--- config.mk ---
export PLATFORM = sky130hd
export DESIGN_NAME = lsu_flat
export DESIGN_NICKNAME = d
export VERILOG_FILES = /design/src/rtl/lsu_pkg.sv /design/src/rtl/lsu_if.sv /design/src/rtl/lsu_align.sv /design/src/rtl/lsu.sv /design/src/flat_wrapper.sv
export SDC_FILE = /design/constraint.sdc
export NUM_CORES = 1
export LEC_CHECK = 0
export ABC_CLOCK_PERIOD_IN_PS = 8300
export CAP_MARGIN = 25
export CORE_UTILIZATION = 40
export CTS_CLUSTER_DIAMETER = 40
export DETAILED_ROUTE_END_ITERATION = 10
export GPL_TIMING_DRIVEN = 1
export PLACE_DENSITY_LB_ADDON = 0.25
export SLEW_MARGIN = 15
export SYNTH_ARGS = -nofsm -noshare
export SYNTH_HDL_FRONTEND = slang
export SYNTH_SLANG_ARGS = --single-unit
--- constraint.sdc ---
create_clock -name clk -period 8.3 [get_ports clk]
set_input_delay 0.83 -clock clk [delete_from_list [all_inputs] [get_ports clk]]
set_output_delay 0.83 -clock clk [all_outputs]
set_load 0.05 [all_outputs]
--- src/rtl/lsu_pkg.sv ---
// ============================================================================
//  Module      : lsu_pkg
//  Description : Shared constants, FSM state type and funct3 legality helper
//                for the load/store unit.
//  Revision    : 1.0 - initial release
// ============================================================================
`default_nettype none

package lsu_pkg;

  // RISC-V funct3 encodings for load/store widths
  localparam logic [2:0] F3_B  = 3'b000;
  localparam logic [2:0] F3_H  = 3'b001;
  localparam logic [2:0] F3_W  = 3'b010;
  localparam logic [2:0] F3_BU = 3'b100;
  localparam logic [2:0] F3_HU = 3'b101;

  typedef enum logic [1:0] {
    IDLE   = 2'd0,
    REQ    = 2'd1,
    WAIT_R = 2'd2,
    RESP   = 2'd3
  } lsu_state_t;

  // Stores only have signed-width codes; loads also allow the unsigned variants
  function automatic logic f3_legal(input logic we, input logic [2:0] f3);
    logic legal;
    legal = (f3 == F3_B) || (f3 == F3_H) || (f3 == F3_W);
    if (!we) begin
      legal = legal || (f3 == F3_BU) || (f3 == F3_HU);
    end
    return legal;
  endfunction

endpackage

`default_nettype wire

--- src/rtl/lsu_if.sv ---
// ============================================================================
//  Module      : lsu_if
//  Description : Data-memory bus between the load/store unit (master) and
//                the memory system (slave). Valid/ready request channel and
//                a read-data-valid return.
//  Revision    : 1.0 - initial release
// ============================================================================
`default_nettype none

interface lsu_if;
  logic        bus_valid;
  logic        bus_ready;
  logic        bus_we;
  logic [31:0] bus_addr;
  logic [3:0]  bus_wstrb;
  logic [31:0] bus_wdata;
  logic        bus_rvalid;
  logic [31:0] bus_rdata;

  modport master (
    output bus_valid, bus_we, bus_addr, bus_wstrb, bus_wdata,
    input  bus_ready, bus_rvalid, bus_rdata
  );

  modport slave (
    input  bus_valid, bus_we, bus_addr, bus_wstrb, bus_wdata,
    output bus_ready, bus_rvalid, bus_rdata
  );
endinterface

`default_nettype wire

--- src/rtl/lsu_align.sv ---
// ============================================================================
//  Module      : lsu_align
//  Description : Purely combinational lane logic for the load/store unit:
//                store data replication and byte strobes, load extraction
//                with sign/zero extension, misalignment and funct3 checks.
//  Revision    : 1.0 - initial release
// ============================================================================
`default_nettype none

module lsu_align
  import lsu_pkg::*;
(
  input  logic        i_we,
  input  logic [2:0]  i_funct3,
  input  logic [1:0]  i_lane,
  input  logic [31:0] i_wdata,
  input  logic [31:0] i_rdata,
  output logic [31:0] o_store_wdata,
  output logic [3:0]  o_store_wstrb,
  output logic [31:0] o_load_data,
  output logic        o_misaligned,
  output logic        o_illegal
);

  logic [7:0]  w_byte;
  logic [15:0] w_half;

  // Replicate store data across all lanes and enable only the addressed bytes
  always_comb begin
    o_store_wdata = i_wdata;
    o_store_wstrb = 4'b0000;
    case (i_funct3[1:0])
      2'b00: begin
        o_store_wdata = {4{i_wdata[7:0]}};
        o_store_wstrb = 4'b0001 << i_lane;
      end
      2'b01: begin
        o_store_wdata = {2{i_wdata[15:0]}};
        o_store_wstrb = i_lane[1] ? 4'b1100 : 4'b0011;
      end
      default: begin
        o_store_wdata = i_wdata;
        o_store_wstrb = 4'b1111;
      end
    endcase
    // Loads never write any byte
    if (!i_we) begin
      o_store_wstrb = 4'b0000;
    end
  end

  // Pick the addressed byte/halfword out of the read word and extend it
  always_comb begin
    w_byte      = i_rdata[{i_lane, 3'b000} +: 8];
    w_half      = i_rdata[{i_lane[1], 4'b0000} +: 16];
    o_load_data = 32'h0;
    case (i_funct3)
      F3_B:    o_load_data = {{24{w_byte[7]}}, w_byte};
      F3_H:    o_load_data = {{16{w_half[15]}}, w_half};
      F3_W:    o_load_data = i_rdata;
      F3_BU:   o_load_data = {24'h0, w_byte};
      F3_HU:   o_load_data = {16'h0, w_half};
      default: o_load_data = 32'h0;
    endcase
  end

  // Flag accesses that must be answered with an error and no bus traffic
  always_comb begin
    o_illegal    = !f3_legal(i_we, i_funct3);
    o_misaligned = 1'b0;
    case (i_funct3[1:0])
      2'b01:   o_misaligned = i_lane[0];
      2'b10:   o_misaligned = (i_lane != 2'b00);
      default: o_misaligned = 1'b0;
    endcase
  end

endmodule

`default_nettype wire

--- src/rtl/lsu.sv ---
// ============================================================================
//  Module      : lsu
//  Description : Load/store unit. Accepts one core access at a time, checks
//                it, drives a valid/ready data bus, waits for read data under
//                a watchdog and returns a single-cycle response. Stall holds
//                the core PC while an access is outstanding.
//  Revision    : 1.0 - initial release
// ============================================================================
`default_nettype none

module lsu
  import lsu_pkg::*;
#(
  parameter int unsigned TIMEOUT_CYCLES = 255
) (
  input  logic        clk,
  input  logic        reset_n,
  input  logic        req_valid,
  output logic        req_ready,
  input  logic        req_we,
  input  logic [2:0]  req_funct3,
  input  logic [31:0] req_addr,
  input  logic [31:0] req_wdata,
  output logic        rsp_valid,
  output logic [31:0] rsp_rdata,
  output logic        rsp_err,
  output logic        stall,
  lsu_if.master       mem
);

  // Expiry is detected one count early so the error lands exactly
  // TIMEOUT_CYCLES cycles after entering WAIT_R
  localparam logic [7:0] c_timeout_m1 = 8'(TIMEOUT_CYCLES - 1);

  lsu_state_t  r_state;
  lsu_state_t  w_state_nxt;

  logic        r_we;
  logic [2:0]  r_funct3;
  logic [1:0]  r_lane;

  logic        r_bus_we;
  logic [31:0] r_bus_addr;
  logic [3:0]  r_bus_wstrb;
  logic [31:0] r_bus_wdata;

  logic [7:0]  r_cnt;
  logic [7:0]  w_cnt_nxt;

  logic [31:0] r_rsp_rdata;
  logic [31:0] w_rsp_rdata_nxt;
  logic        r_rsp_err;
  logic        w_rsp_err_nxt;

  logic        w_sel_we;
  logic [2:0]  w_sel_funct3;
  logic [1:0]  w_sel_lane;
  logic [31:0] w_store_wdata;
  logic [3:0]  w_store_wstrb;
  logic [31:0] w_load_data;
  logic        w_misaligned;
  logic        w_illegal;
  logic        w_fault;
  logic        w_launch;

  // In IDLE the checker looks at the live request; afterwards at the capture
  assign w_sel_we     = (r_state == IDLE) ? req_we          : r_we;
  assign w_sel_funct3 = (r_state == IDLE) ? req_funct3      : r_funct3;
  assign w_sel_lane   = (r_state == IDLE) ? req_addr[1:0]   : r_lane;

  lsu_align u_align (
    .i_we          (w_sel_we),
    .i_funct3      (w_sel_funct3),
    .i_lane        (w_sel_lane),
    .i_wdata       (req_wdata),
    .i_rdata       (mem.bus_rdata),
    .o_store_wdata (w_store_wdata),
    .o_store_wstrb (w_store_wstrb),
    .o_load_data   (w_load_data),
    .o_misaligned  (w_misaligned),
    .o_illegal     (w_illegal)
  );

  assign w_fault  = w_misaligned | w_illegal;
  assign w_launch = (r_state == IDLE) && req_valid && !w_fault;

  // State register
  always_ff @(posedge clk or negedge reset_n) begin
    if (!reset_n) begin
      r_state <= IDLE;
    end else begin
      r_state <= w_state_nxt;
    end
  end

  // Next state, watchdog count and response payload
  always_comb begin
    w_state_nxt     = r_state;
    w_cnt_nxt       = r_cnt;
    w_rsp_rdata_nxt = 32'h0;
    w_rsp_err_nxt   = 1'b0;
    case (r_state)
      IDLE: begin
        if (req_valid) begin
          if (w_fault) begin
            w_state_nxt   = RESP;
            w_rsp_err_nxt = 1'b1;
          end else begin
            w_state_nxt = REQ;
          end
        end
      end
      REQ: begin
        if (mem.bus_ready) begin
          if (r_we) begin
            w_state_nxt = RESP;
          end else begin
            w_state_nxt = WAIT_R;
            w_cnt_nxt   = 8'h00;
          end
        end
      end
      WAIT_R: begin
        w_cnt_nxt = r_cnt + 8'h01;
        if (mem.bus_rvalid) begin
          w_state_nxt     = RESP;
          w_rsp_rdata_nxt = w_load_data;
        end else if (r_cnt == c_timeout_m1) begin
          w_state_nxt   = RESP;
          w_rsp_err_nxt = 1'b1;
        end
      end
      RESP: begin
        w_state_nxt = IDLE;
      end
      default: begin
        w_state_nxt = IDLE;
      end
    endcase
  end

  // Capture the access attributes and the bus request on acceptance
  always_ff @(posedge clk or negedge reset_n) begin
    if (!reset_n) begin
      r_we        <= 1'b0;
      r_funct3    <= 3'b000;
      r_lane      <= 2'b00;
      r_bus_we    <= 1'b0;
      r_bus_addr  <= 32'h0;
      r_bus_wstrb <= 4'h0;
      r_bus_wdata <= 32'h0;
    end else if (w_launch) begin
      r_we        <= req_we;
      r_funct3    <= req_funct3;
      r_lane      <= req_addr[1:0];
      r_bus_we    <= req_we;
      r_bus_addr  <= {req_addr[31:2], 2'b00};
      r_bus_wstrb <= w_store_wstrb;
      r_bus_wdata <= w_store_wdata;
    end
  end

  // Response-timeout watchdog counter
  always_ff @(posedge clk or negedge reset_n) begin
    if (!reset_n) begin
      r_cnt <= 8'h00;
    end else begin
      r_cnt <= w_cnt_nxt;
    end
  end

  // Response payload register; zero whenever no response is being presented
  always_ff @(posedge clk or negedge reset_n) begin
    if (!reset_n) begin
      r_rsp_rdata <= 32'h0;
      r_rsp_err   <= 1'b0;
    end else begin
      r_rsp_rdata <= w_rsp_rdata_nxt;
      r_rsp_err   <= w_rsp_err_nxt;
    end
  end

  assign req_ready     = (r_state == IDLE);
  assign rsp_valid     = (r_state == RESP);
  assign rsp_rdata     = r_rsp_rdata;
  assign rsp_err       = r_rsp_err;
  assign stall         = req_valid & ~rsp_valid;

  assign mem.bus_valid = (r_state == REQ);
  assign mem.bus_we    = r_bus_we;
  assign mem.bus_addr  = r_bus_addr;
  assign mem.bus_wstrb = r_bus_wstrb;
  assign mem.bus_wdata = r_bus_wdata;

endmodule

`default_nettype wire

--- src/flat_wrapper.sv ---
// flat-port wrapper written by rule: the top's interface ports become plain ports
module lsu_flat import lsu_pkg::*;
#(
  parameter int unsigned TIMEOUT_CYCLES = 255
)
  (clk, reset_n, req_valid, req_ready, req_we, req_funct3, req_addr, req_wdata, rsp_valid, rsp_rdata, rsp_err, stall, mem_bus_valid, mem_bus_we, mem_bus_addr, mem_bus_wstrb, mem_bus_wdata, mem_bus_ready, mem_bus_rvalid, mem_bus_rdata);
  lsu_if mem_i ();
  input  logic clk;
  input  logic reset_n;
  input  logic req_valid;
  output logic req_ready;
  input  logic req_we;
  input  logic [2:0] req_funct3;
  input  logic [31:0] req_addr;
  input  logic [31:0] req_wdata;
  output logic rsp_valid;
  output logic [31:0] rsp_rdata;
  output logic rsp_err;
  output logic stall;
  output wire logic [$bits(mem_i.bus_valid)-1:0] mem_bus_valid;
  output wire logic [$bits(mem_i.bus_we)-1:0] mem_bus_we;
  output wire logic [$bits(mem_i.bus_addr)-1:0] mem_bus_addr;
  output wire logic [$bits(mem_i.bus_wstrb)-1:0] mem_bus_wstrb;
  output wire logic [$bits(mem_i.bus_wdata)-1:0] mem_bus_wdata;
  input wire logic [$bits(mem_i.bus_ready)-1:0] mem_bus_ready;
  input wire logic [$bits(mem_i.bus_rvalid)-1:0] mem_bus_rvalid;
  input wire logic [$bits(mem_i.bus_rdata)-1:0] mem_bus_rdata;
  assign mem_bus_valid = mem_i.bus_valid;
  assign mem_bus_we = mem_i.bus_we;
  assign mem_bus_addr = mem_i.bus_addr;
  assign mem_bus_wstrb = mem_i.bus_wstrb;
  assign mem_bus_wdata = mem_i.bus_wdata;
  assign mem_i.bus_ready = mem_bus_ready;
  assign mem_i.bus_rvalid = mem_bus_rvalid;
  assign mem_i.bus_rdata = mem_bus_rdata;
  lsu #(.TIMEOUT_CYCLES(TIMEOUT_CYCLES)) u_core (.clk(clk), .reset_n(reset_n), .req_valid(req_valid), .req_ready(req_ready), .req_we(req_we), .req_funct3(req_funct3), .req_addr(req_addr), .req_wdata(req_wdata), .rsp_valid(rsp_valid), .rsp_rdata(rsp_rdata), .rsp_err(rsp_err), .stall(stall), .mem(mem_i));
endmodule
; Word-level counts from Yosys, hierarchy flattened
; Index checks and enable logic that the tools add are counted.
[op_classes]
n_addsub = 1
eq_ne = 14
n_shift = 3
n_mux = 27
n_bitwise = 3
reduce_logical = 15
[ops]
columns = operator, count
row1 = one-hot mux 32 bit (5 select lines), 1
row2 = 2-to-1 mux 32 bit, 2
row3 = one-hot mux 32 bit (2 select lines), 1
row4 = indexed part select 32 x 6 -> 16 bit, 1
row5 = indexed part select 32 x 6 -> 8 bit, 1
row6 = 2-to-1 mux 8 bit, 2
row7 = one-hot mux 8 bit (2 select lines), 1
row8 = 2-to-1 mux 2 bit, 6
row9 = adder 8 x 1 -> 8 bit (second input constant), 1
row10 = == test 8 bit (second input constant), 1
row11 = 2-to-1 mux 4 bit, 2
row12 = one-hot mux 2 bit (4 select lines), 1
row13 = one-hot mux 4 bit (2 select lines), 1
row14 = 2-to-1 mux 1 bit, 7
row15 = == test 2 bit (second input constant), 3
row16 = == test 3 bit (second input constant), 2
row17 = AND reduction 3 bit, 2
row18 = == test 2 x 1 -> 1 bit (second input constant), 2
row19 = logical NOT 2 bit, 2
row20 = logical OR 1 bit, 4
row21 = inequality test 2 bit (second input constant), 2
row22 = one-hot mux 1 bit (2 select lines), 2
row23 = nonzero test 2 bit, 2
row24 = << shifter 1 x 2 -> 4 bit (first input constant), 1
row25 = other kinds (11), 13
[totals]
ff_bits = 115
input_bits = 105
output_inout_bits = 106
word_cells = 73

; Depth between registers and ports, before layout
; Gate-level depths: netlist (run 1).
[depth]
word_depth = 13
ltp_mapped = 14
depth_no_buf = 9

; Hierarchy
; A second synthesis (run 1) with hierarchy kept.
[hier_totals]
hier_cells = 479
hier_area_um2 = 5634.2
[by_module_without_submodules]
columns = module, n_inst, cells_each, area_each_um2, seq_area_each_um2
row1 = lsu, 1, 307, 4480.5, 2877.8
row2 = lsu_align, 1, 172, 1153.6, 0.0

; Worst setup path before layout (run 1)
; Ideal clock, no wire load.
[synth_timing]
path_kind = reg-to-reg
startpoint = register u_core.r_state[0]
endpoint = register u_core.r_bus_wdata[0], in the netlist u_core.mem.bus_wdata[0]
t_arrival_ps = 3478
t_required_ps = 8173
setup_slack_ps = 4695
path_stages_with_launch = 13
path_buffers = 4
period_less_slack_ps = 3605
cell_sequence = dfrtp_1 inv_1 ha_1 buf_4 mux2i_2 clkbuf_1 ha_1 nor2_1 a221o_1 a211oi_2 buf_6 buf_12 mux2_1
[synth_between]
elab_chain_len = 12
word_cells_on_any_way = 23
classes_between = eq/ne (6) / mux (5) / bitwise (1) / reduce/logical (11)
[synth_lines]
columns = element, line
row1 = start: declaration, lsu.sv:35  ; lsu_state_t r_state;
row2 = start signal: assignment, lsu.sv:92  ; r_state <= w_state_nxt;
row3 = logical NOT 2 bit (*), n/a
row4 = net req_ready, flat_wrapper.sv:11  ; output logic req_ready;
row5 = 2-to-1 mux 3 bit, lsu.sv:68  ; assign w_sel_funct3 = (r_state == IDLE) ? req_funct3 : r_funct3;
row6 = == test 3 x 1 -> 1 bit or logical NOT 3 bit (tied branches), lsu_pkg.sv:28  ; legal = (f3 == F3_B) || (f3 == F3_H) || (f3 == F3_W);
row7 = logical OR 1 bit (2 in series), lsu_pkg.sv:28
row8 = logical OR 1 bit (2 in series), lsu_pkg.sv:30  ; legal = legal || (f3 == F3_BU) || (f3 == F3_HU);
row9 = 2-to-1 mux 1 bit, lsu_pkg.sv:29  ; if (!we) begin
row10 = logical NOT 1 bit, lsu_align.sv:69  ; o_illegal = !f3_legal(i_we, i_funct3);
row11 = OR 1 bit, lsu.sv:84  ; assign w_fault = w_misaligned | w_illegal;
row12 = logical NOT 1 bit, lsu.sv:85  ; assign w_launch = (r_state == IDLE) && req_valid && !w_fault;
row13 = logical AND 1 bit (*), lsu.sv:85
row14 = end signal: assignment, lsu.sv:159  ; r_bus_wdata <= w_store_wdata;
row15 = end: declaration, lsu.sv:45  ; logic [31:0] r_bus_wdata;
; The timed path passes the listed nets; every way through them passes the cells marked *.
; A chain may end at the register's enable or synchronous reset.

; Worst setup path in the final report (run 1)
[layout_timing]
startpoint = register u_core.r_state[0]
endpoint = register u_core.r_bus_wdata[4], in the netlist u_core.mem.bus_wdata[4]
[layout_between]
elab_chain_len = 12
word_cells_on_any_way = 23
classes_between = eq/ne (6) / mux (5) / bitwise (1) / reduce/logical (11)
[layout_lines]
columns = element, line
row1 = logical NOT 2 bit (*), n/a
row2 = 2-to-1 mux 3 bit, lsu.sv:68
row3 = == test 3 x 1 -> 1 bit or logical NOT 3 bit (tied branches), lsu_pkg.sv:28
row4 = logical OR 1 bit (2 in series), lsu_pkg.sv:28
row5 = logical OR 1 bit (2 in series), lsu_pkg.sv:30
row6 = 2-to-1 mux 1 bit, lsu_pkg.sv:29
row7 = logical NOT 1 bit, lsu_align.sv:69
row8 = OR 1 bit, lsu.sv:84
row9 = logical NOT 1 bit, lsu.sv:85
row10 = logical AND 1 bit (*), lsu.sv:85
; Mark *: on every way between the ends. The rest lies on a longest branch, timed or not.

==> reports/metrics.csv, run 1 <==
stage,metric,value,unit
outcome,outcome,"complete, no violations",
synth,"Distinct cells, synth",49,
synth,synth top area cells,"dfrtp_1 51%, mux2_4 13%, mux2i_1 4.0%",
critical_path,CP peak stage delay,0.76,ns
flow_run,max-cap check violation count,0,
critical_path,FF-to-FF setup slack,3.11,ns
critical_path,CP Launch Type,register,
synth,Yosys warning total,0,
critical_path,CP max FO,42,
critical_path,Arrival @ worst endpoint,5.49,ns
floorplanning,FP Rows,43,
cts,postcts setup bufs,0,
synth,"Cell Area, Synth",5690,µm²
pwr,leakage,3.68,nW
place,Post-Place Cells,846,
finish,post-layout util,0.606,
critical_path,Setup CP Type,reg2reg,
finish,"most common cell after layout, fill and taps aside",clkdlybuf4s50_1,
finish,multi-input logic area,2480,µm²
sta,Setup Viol. Count Final,0,
route,vias,4660,
cts,post-cts resize count,0,
finish,Reg area,2880,µm²
synth,ys flop type,dfrtp_1,
pwr,register share of total power,0.238,
place,gpl congestion,0.859,
route,initial DRC count,453,
cts,CTS Buf Count,17,
route,routed len/inst,18.2,µm
pwr,Sw Ratio,0.451,
sta,Sum Neg Setup Slack,0,ns
cts,clock buffer depth,2,
synth,Syn Inst Count,478,
sta,slew margin rel.,0.397,
route,drt via density,5.31,
grt,vias in the first global route,4662,
grt,Overflow after GRT,0,
place,DP Worst Slack,3.10,ns
finish,area grow syn2layout,48.0,%
place,hpwl dp,11.4,mm
cts,CTS tree,built,
synth,sequential area share after synthesis,0.506,
synth,"EDFF count, synth",0,
pwr,Int Power,0.00213,W
floorplanning,Die ar.,14700,µm²
sta,Setup Skew,0.00839,ns
finish,"commonest non-fill, non-tap cells in the layout","207 x clkdlybuf4s50_1, 115 x dfrtp_1, 51 x mux2_4",
pwr,Comb power frac,0.572,
sta,post-route setup slack,3.11,ns
cts,clock latency at the later pin of the worst-skew pair,0.41,ns
floorplanning,area of the core,13900,µm²
sta,max frequency,193,MHz
finish,ratio of cells with drive above 1 in the final layout,0.142,
sta,final hold vios,0,
finish,Filler Cells Inserted,1134,
critical_path,Setup crit end kind,register,
critical_path,CP Cell Sequence,inv_1 -> ha_1 -> mux2i_2 -> buf_4 -> inv_1 -> ha_1 -> nor3_1 -> a221o_1 -> a211oi_4 -> buf_4 -> buf_4 -> mux2_2,
floorplanning,Initial Util,0.410,
cts,Clock Root Buffer,clkbuf_16,
synth,post-synthesis register bit count,115,
cts,hold buffer count at CTS,0,
grt,initial antenna violation count,0,
grt,Tot GR Track Use,0.227,
floorplanning,die height,121,µm
cts,CTS sink count,115,
critical_path,beginning of the worst register-to-register path,u_core.r_state[0]$_DFFE_PN0P_,
finish,nets@finish,799,
grt,first-pass GRT wire length,25.2,mm
pwr,power per cell area,462,nW/µm²
cts,H-tree depth,4,
hold_path,HP Class,in2async,
floorplanning,chip width,121,µm
route,DRT Wirelength,16.0,mm
critical_path,worst path required time,8.60,ns
cts,clock transition at the registers of the reported paths,0.05,ns
critical_path,Worst Setup SP,u_core.r_state[0]$_DFFE_PN0P_,
sta,post-route minimum period,5.19,ns
synth,Synth area leader,dfrtp_1,
pwr,NetSw,0.00175,W
critical_path,most frequent CP cell,buf_4,
route,TritonRoute pass-1 iters,6,
route,Antenna Nets Post-Route,0,
pwr,Clock Power Share,0.189,
critical_path,Reg2Reg Depth,12,
sta,RSZ-0062 raised after global routing,false,
sta,period utilization,0.626,
grt,largest net degree at the start of global routing,65,
pwr,Peak VDD IR,0.000230,V
synth,Post-synth ARST share,1.00,
route,DRC,0,
critical_path,Critical-path top delay cell,ha_1,
sta,"Slew Viols, Final",0,
sta,worst-margin pin slew,0.905,ns
synth,Synth top area share,0.506,
floorplanning,IO Pins,211,
finish,non-filler instance count after layout,878,
finish,number of antenna cells inserted,0,
critical_path,R2R Path End,u_core.mem.bus_wdata[4]$_DFFE_PN0P_,
critical_path,critical path endpoint,u_core.mem.bus_wdata[4]$_DFFE_PN0P_,
place,Port Buf Inserts,208,
synth,Mean Syn Cell Area,11.9,µm²
==> synth_stat cells, drive strengths merged (7+ instances only) <==
master,n
mux2,58
nand3,27
clkbuf,13
nor2,10
a221o,9
a222oi,7
o21ai,40
inv,29
dfrtp,115
nand2,40
mux2i,25
a22oi,9
a21oi,13
ha,9
buf,15
==> state kept, by name, summed over array words and instances (netlist names) <==
signal and count:
u_core.r_lane 2, u_core.r_cnt 8, u_core.r_we 1, u_core.mem.bus_wdata 32
u_core.r_state 2, u_core.rsp_rdata 32, u_core.rsp_err 1, u_core.mem.bus_addr 30
u_core.mem.bus_wstrb 4, u_core.r_funct3 3
==> power by group through the flow <==
stage	clock [W]	combinational [W]	sequential, W
final	0.000735	0.00223	0.000927
after CTS	0.000748	0.00223	0.000928
after global placement	0	0.00218	0.000927
after global routing	0.000776	0.00235	0.000955
after floorplan	0	0.000907	0.00159
after detailed placement	0	0.00222	0.000931
==> cells by family after synthesis <==
logic type                 Yosys count  synth area share
AOI/OAI and AO/OA                  103             0.122
buffers and inverters               57            0.0603
DFF                                115             0.506
muxes                               83             0.195
other                                1          0.000660
xor gates and xnor gates             3           0.00462
and+or+nand+nor                    107            0.0913
adders and majority gates            9            0.0198
==> worst max-delay path, delay by kind of cell (launching register included) <==
kind	cells	cell delay, ns
buffers and inverters	5	2.02
AND/OR/NAND/NOR	1	0.09
AO/OA/AOI/OAI	2	0.87
multiplexers	2	0.52
flip-flops	1	0.43
adder cells (fa/ha/maj)	2	1.12
==> layer usage <==
metal  wire [µm]  global-route usage  share of wire
met5           0                   0              0
met3        1250              0.0559          0.078
met1        6810               0.291           0.43
met2        7460               0.361           0.47
met4         429               0.102          0.027
==> cell type report <==
| cell class | instances | share of cell area |
|---|---|---|
| Clock buffer | 23 | 0.0556 |
| Clock inverter | 9 | 0.0153 |
| Inverter | 29 | 0.0129 |
| Multi-Input combinational cell | 307 | 0.294 |
| Sequential cell | 115 | 0.342 |
| Tap cell | 180 | 0.0268 |
| Timing Repair Buffer | 215 | 0.253 |
==> worst min path at each step <==
stage                                     endpoint                           startpoint
5_1_grt        u_core.mem.bus_addr[14]$_DFFE_PN0P_                              reset_n
6_report       u_core.mem.bus_addr[14]$_DFFE_PN0P_                              reset_n
3_3_place_gp   u_core.mem.bus_wdata[2]$_DFFE_PN0P_  u_core.mem.bus_wdata[2]$_DFFE_PN0P_
4_1_cts        u_core.mem.bus_addr[14]$_DFFE_PN0P_                              reset_n
3_5_place_dp   u_core.mem.bus_wdata[1]$_DFFE_PN0P_  u_core.mem.bus_wdata[1]$_DFFE_PN0P_
2_1_floorplan          u_core.r_cnt[6]$_DFFE_PN0P_          u_core.r_cnt[6]$_DFFE_PN0P_
==> per-stage QoR <==
stage / total power [W] / cell area [µm²] / hold WS, ns
6_report: 0.00389 / 8410 / 0.443
5_1_grt: 0.00408 / 8410 / 0.492
4_1_cts: 0.00390 / 8410 / 0.459
3_5_place_dp: 0.00315 / 7820 / 0.474
3_3_place_gp: 0.00311 / 7810 / 0.477
2_1_floorplan: 0.00249 / 5690 / 0.467
No activity file was read; power rests on OpenSTA's default activity.
==> run 2, diff against run 1 <==
--- a/config.mk
+++ b/config.mk
@@ -5,7 +5,7 @@
 export SDC_FILE = /design/constraint.sdc
 export NUM_CORES = 1
 export LEC_CHECK = 0
-export ABC_CLOCK_PERIOD_IN_PS = 8300
+export ABC_CLOCK_PERIOD_IN_PS = 5000
 export CAP_MARGIN = 25
 export CORE_UTILIZATION = 40
 export CTS_CLUSTER_DIAMETER = 40
==> constraint.sdc (replaced) <==
create_clock -name clk -period 5 [get_ports clk]
set_input_delay 0.5 -clock clk [delete_from_list [all_inputs] [get_ports clk]]
set_output_delay 0.5 -clock clk [all_outputs]
set_load 0.05 [all_outputs]
==> run 2 against run 1 <==
  * Count of clock-buffer cells in the layout shrank 2
  * Hold slack lost 0.30 ns
  * Largest power group unchanged
  * Critical path depth shrank 1
  * First-iteration DRC count shrank 6.6%
  * Routed wire length grew 1.5%
  * Combinational power grew 66%
  * Utilization grew 0.090 points
  * Clock skew grew 0.0042 ns
  * Sequential cell count is the same
  * Final cell count shrank 0.11%
  * Clock power grew 67%
==> reports/metrics.csv, run 2 (synthesis results as in run 1) <==
stage,metric,value,unit
finish,Finished Cell Area,8430,µm²
place,DP Worst Slack,0.951,ns
route,initial DRC count,423,
sta,max frequency,254,MHz
sta,Sum Neg Setup Slack,0,ns
cts,clock transition at the registers of the reported paths,0.06,ns
critical_path,CP Launch Type,register,
sta,final hold vios,0,
grt,Overflow after GRT,0,
place,gpl congestion,0.906,
sta,slew margin rel.,0.378,
grt,vias in the first global route,4604,
sta,worst-margin pin slew,0.930,ns
cts,postcts setup bufs,0,
grt,largest net degree at the start of global routing,59,
cts,clock buffer depth,2,
critical_path,CP max FO,46,
cts,H-tree depth,4,
route,routed len/inst,18.5,µm
route,DRT Wirelength,16.2,mm
finish,area grow syn2layout,48.2,%
place,total placed instance area,7820,µm²
grt,initial antenna violation count,0,
floorplanning,chip width,121,µm
floorplanning,IO Pins,211,
hold_path,HP Class,in2async,
finish,ratio of cells with drive above 1 in the final layout,0.146,
route,vias,4649,
grt,GR Util met3,0.0531,
critical_path,Setup crit end kind,register,
route,drt via density,5.30,
cts,post-cts resize count,0,
finish,Filler Cells Inserted,1127,
sta,post-route minimum period,3.93,ns
grt,Tot GR Track Use,0.226,
cts,Clock Root Buffer,clkbuf_16,
sta,RSZ-0062 raised after global routing,false,
place,Port Buf Inserts,208,
sta,period utilization,0.786,
critical_path,Arrival @ worst endpoint,4.21,ns
floorplanning,die height,121,µm
cts,CTS tree,built,
grt,met1 Track Usage GR,0.300,
sta,Setup Viol. Count Final,0,
route,TritonRoute pass-1 iters,8,
outcome,outcome,"complete, no violations",
pwr,leakage,3.69,nW
floorplanning,area of the core,13900,µm²
floorplanning,Die ar.,14700,µm²
sta,minimum hold slack,0.140,ns
cts,clock latency at the later pin of the worst-skew pair,0.41,ns
cts,hold buffer count at CTS,0,
sta,post-route setup slack,1.07,ns
finish,"most common cell after layout, fill and taps aside",clkdlybuf4s50_1,
cts,CTS Buf Count,17,
floorplanning,Initial Util,0.410,
critical_path,worst path required time,5.28,ns
critical_path,FF-to-FF setup slack,1.07,ns
pwr,power per cell area,769,nW/µm²
place,hpwl dp,11.5,mm
grt,GRT busiest layer,met2,
pwr,Peak VDD IR,0.000451,V
floorplanning,FP Rows,43,
cts,CTS sink count,115,
finish,"commonest non-fill, non-tap cells in the layout","207 x clkdlybuf4s50_1, 115 x dfrtp_1, 51 x mux2_4",
route,DRC,0,
critical_path,Setup CP Type,reg2reg,
grt,first-pass GRT wire length,25.1,mm
sta,Setup Skew,0.0126,ns
grt,met2 GRT Util,0.359,
flow_run,max-cap check violation count,0,
sta,"Slew Viols, Final",0,
finish,nets@finish,799,
route,Antenna Nets Post-Route,0,
finish,number of antenna cells inserted,0,
==> run 2: cell types whose count changed in the layout (fill, tap and decap cells not counted) <==
cell	delta
a211oi_1	-1
a211oi_2	+1
buf_2	-1
buf_4	+1
clkbuf_1	-3
clkbuf_8	+1
clkinv_2	+2
clkinvlp_4	-1
==> run 2: where the power goes <==
part           internal [W]  total [W]  switching, W
logic               0.00143    0.00371       0.00228
registers           0.00130    0.00154      0.000237
clock network      0.000816    0.00123      0.000412
==> run 2: worst max-delay path: stages (launching register included) <==
cell and delay [ns]:
dfrtp_1 0.42, inv_1 0.11, ha_1 0.20, buf_4 0.29, mux2_2 0.38, inv_1 0.08, ha_1 0.45, nor2_1 0.13
a221o_1 0.38, a211oi_4 0.25, buf_4 0.71, mux2_4 0.36
==> run 2: layout make-up <==
class,count,area (µm²),share of cell area
Inverter,29,109,0.0129
Clock inverter,10,131,0.0156
Multi-Input combinational cell,307,2480,0.294
Clock buffer,21,470,0.0558
Sequential cell,115,2880,0.341
Timing Repair Buffer,215,2130,0.253
Tap cell,180,225,0.0267
==> run 2: layer usage <==
metal	share of wire	vias to the layer above	wire, µm
li1	-	2117	-
met2	0.48	237	7710
met1	0.43	2272	7020
met5	0	-	0
met4	0.019	0	306
met3	0.072	23	1160
==> run 2: final timing paths <==
path / from / endpoint / cells after the start
min in group clk: u_core.mem.bus_wdata[1]$_DFFE_PN0P_ / u_core.mem.bus_wdata[1]$_DFFE_PN0P_ / 1
worst min register to register: u_core.mem.bus_wdata[1]$_DFFE_PN0P_ / u_core.mem.bus_wdata[1]$_DFFE_PN0P_ / 1
worst max-delay path: u_core.r_state[1]$_DFFE_PN0P_ / u_core.mem.bus_addr[19]$_DFFE_PN0P_ / 11
worst max register to register: u_core.r_state[1]$_DFFE_PN0P_ / u_core.mem.bus_addr[19]$_DFFE_PN0P_ / 11
worst min-delay path: reset_n / u_core.mem.bus_addr[8]$_DFFE_PN0P_ / 1
max in group asynchronous: reset_n / u_core.mem.bus_addr[11]$_DFFE_PN0P_ / 2
==> run 2: stage by stage <==
stage	std cells	power, W	util
after global placement	846	0.00516	0.563
after floorplan	479	0.00414	-
final	877	0.00648	0.607
after global routing	877	0.00679	0.607
after detailed placement	846	0.00523	0.563
after CTS	877	0.00650	0.607
==> run 3, diff against run 2 <==
--- a/config.mk
+++ b/config.mk
@@ -5,7 +5,7 @@
 export SDC_FILE = /design/constraint.sdc
 export NUM_CORES = 1
 export LEC_CHECK = 0
-export ABC_CLOCK_PERIOD_IN_PS = 5000
+export ABC_CLOCK_PERIOD_IN_PS = 3400
 export CAP_MARGIN = 25
 export CORE_UTILIZATION = 40
 export CTS_CLUSTER_DIAMETER = 40
==> constraint.sdc (replaced) <==
create_clock -name clk -period 3.4 [get_ports clk]
set_input_delay 0.34 -clock clk [delete_from_list [all_inputs] [get_ports clk]]
set_output_delay 0.34 -clock clk [all_outputs]
set_load 0.05 [all_outputs]
==> run 3 against run 2 <==
  * Global-route usage down 0.25 points
  * Routed wire length is 1.2% lower
  * First-iteration DRC count decreased by 5.9%
  * Design area grew 0.89%
  * Register-to-register slack lost 0.87 ns
  * Critical path type unchanged
==> reports/metrics.csv, run 3 (synthesis results as in run 1) <==
stage,metric,value,unit
outcome,outcome,"complete, no violations",
sta,max frequency,312,MHz
critical_path,CP max FO,69,
sta,final hold vios,0,
critical_path,worst path required time,3.69,ns
critical_path,CP Launch Type,register,
finish,ratio of cells with drive above 1 in the final layout,0.151,
cts,CTS tree,built,
finish,non-filler instance count after layout,884,
grt,GRT busiest layer,met2,
route,Antenna Nets Post-Route,0,
cts,postcts setup bufs,0,
cts,CTS sink count,115,
route,vias,4625,
floorplanning,Initial Util,0.410,
floorplanning,die height,121,µm
grt,initial antenna violation count,0,
place,Port Buf Inserts,208,
grt,met2 GRT Util,0.352,
flow_run,max-cap check violation count,0,
route,DRT Wirelength,16.0,mm
sta,slew margin rel.,0.434,
grt,GR Util met3,0.0611,
cts,clock buffer depth,2,
pwr,Tot Pwr,0.00957,W
critical_path,CP Cell Sequence,inv_1 -> ha_4 -> mux2_2 -> inv_1 -> ha_1 -> nor2_1 -> a221o_1 -> a211oi_4 -> clkbuf_16 -> mux2_2,
finish,"commonest non-fill, non-tap cells in the layout","207 x clkdlybuf4s50_1, 115 x dfrtp_1, 51 x mux2_4",
pwr,Peak VDD IR,0.000618,V
place,gpl congestion,0.834,
critical_path,Setup crit end kind,register,
route,routed len/inst,18.1,µm
pwr,leakage,3.73,nW
sta,Setup Viol. Count Final,0,
finish,nets@finish,805,
route,initial DRC count,398,
grt,Overflow after GRT,0,
sta,Setup Skew,0.0102,ns
sta,RSZ-0062 raised after global routing,false,
critical_path,Setup CP Type,reg2reg,
critical_path,CP peak stage delay,0.45,ns
finish,number of antenna cells inserted,0,
grt,met1 Track Usage GR,0.292,
sta,post-route minimum period,3.21,ns
route,DRC,0,
cts,Clock Root Buffer,clkbuf_16,
floorplanning,area of the core,13900,µm²
floorplanning,chip width,121,µm
grt,largest net degree at the start of global routing,70,
floorplanning,FP Rows,43,
cts,clock transition at the registers of the reported paths,0.06,ns
floorplanning,Die ar.,14700,µm²
route,drt via density,5.23,
place,Post-Place Cells,851,
grt,vias in the first global route,4579,
cts,CTS Buf Count,17,
sta,period utilization,0.943,
floorplanning,IO Pins,211,
finish,Finished Cell Area,8500,µm²
route,TritonRoute pass-1 iters,5,
critical_path,Critical-path top delay cell,clkbuf_16,
place,hpwl dp,11.3,mm
place,total placed instance area,7900,µm²
pwr,power per cell area,1130,nW/µm²
sta,"Slew Viols, Final",0,
cts,clock latency at the later pin of the worst-skew pair,0.41,ns
critical_path,Arrival @ worst endpoint,3.50,ns
hold_path,HP Class,reg2reg,
finish,"most common cell after layout, fill and taps aside",clkdlybuf4s50_1,
sta,Sum Neg Setup Slack,0,ns
finish,area grow syn2layout,49.5,%
grt,Tot GR Track Use,0.224,
sta,worst-margin pin slew,0.849,ns
grt,first-pass GRT wire length,24.7,mm
cts,H-tree depth,4,
## run 3: changes by cell type in the layout (fill, tap and decap cells not counted), sizes merged
cell         before  now
clkinv            6    5
bufinv            3    2
buf               8   12
clkbuf           21   25
dlygate4sd3       0    1
## run 3: cell type report
class	instances	area [µm²]
well taps	180	225
clock inverters	8	100
flip-flops and latches	115	2880
clock buffers	24	492
inverters	29	109
fillers	1102	5380
repair buffers	221	2210
multi-input cells	307	2490
## run 3: stage by stage
step	utilization	hold slack (ns)	setup WS (ns)
2_1_floorplan	-	0.0444	0.102
3_3_place_gp	0.569	0.437	0.309
3_5_place_dp	0.569	0.436	0.211
4_1_cts	0.612	0.497	0.189
5_1_grt	0.612	0.515	0.00803
6_report	0.612	0.498	0.195
## run 3: what timing repair did
item                                    in CTS  in global routing
resized for setup                            0                  1
hold buffers                                 1                  0
endpoints found under the setup margin       0                  1
hold endpoints to repair                     1                  0
## run 3: final timing paths
| check | startpoint | end | slack [ns] | cells after the start |
|---|---|---|---|---|
| max | u_core.r_state[0]$_DFFE_PN0P_ | u_core.mem.bus_wdata[4]$_DFFE_PN0P_ | 0.19 | 10 |
| min | u_core.mem.bus_wdata[1]$_DFFE_PN0P_ | u_core.mem.bus_wdata[1]$_DFFE_PN0P_ | 0.50 | 1 |
| max reg2reg | u_core.r_state[0]$_DFFE_PN0P_ | u_core.mem.bus_wdata[4]$_DFFE_PN0P_ | 0.19 | 10 |
| min reg2reg | u_core.mem.bus_wdata[1]$_DFFE_PN0P_ | u_core.mem.bus_wdata[1]$_DFFE_PN0P_ | 0.50 | 1 |
| max in group asynchronous | reset_n | u_core.mem.bus_addr[16]$_DFFE_PN0P_ | 2.08 | 3 |
| min in group asynchronous | reset_n | u_core.mem.bus_addr[10]$_DFFE_PN0P_ | 0.52 | 2 |
## run 3: power by group
part	total (W)	leakage, nW	switching [W]	internal (W)
Sequential	0.00226	1.45	0.000345	0.00192
Combinational	0.00554	1.98	0.00337	0.00217
Clock	0.00177	0.290	0.000616	0.00115
## run 3: layer usage
layer	wire, µm	share of wire
met5	0	0
met1	6960	0.43
met4	329	0.021
met2	7430	0.46
met3	1290	0.081
## run 3: critical path, delay by kind of cell (launching register included)
kind / cells / cell delay, ns
and+or+nand+nor: 1 / 0.09
AOI/OAI and AO/OA: 2 / 0.67
adders and majority gates: 2 / 0.43
muxes: 2 / 0.75
DFF: 1 / 0.42
buffers and inverters: 3 / 0.68
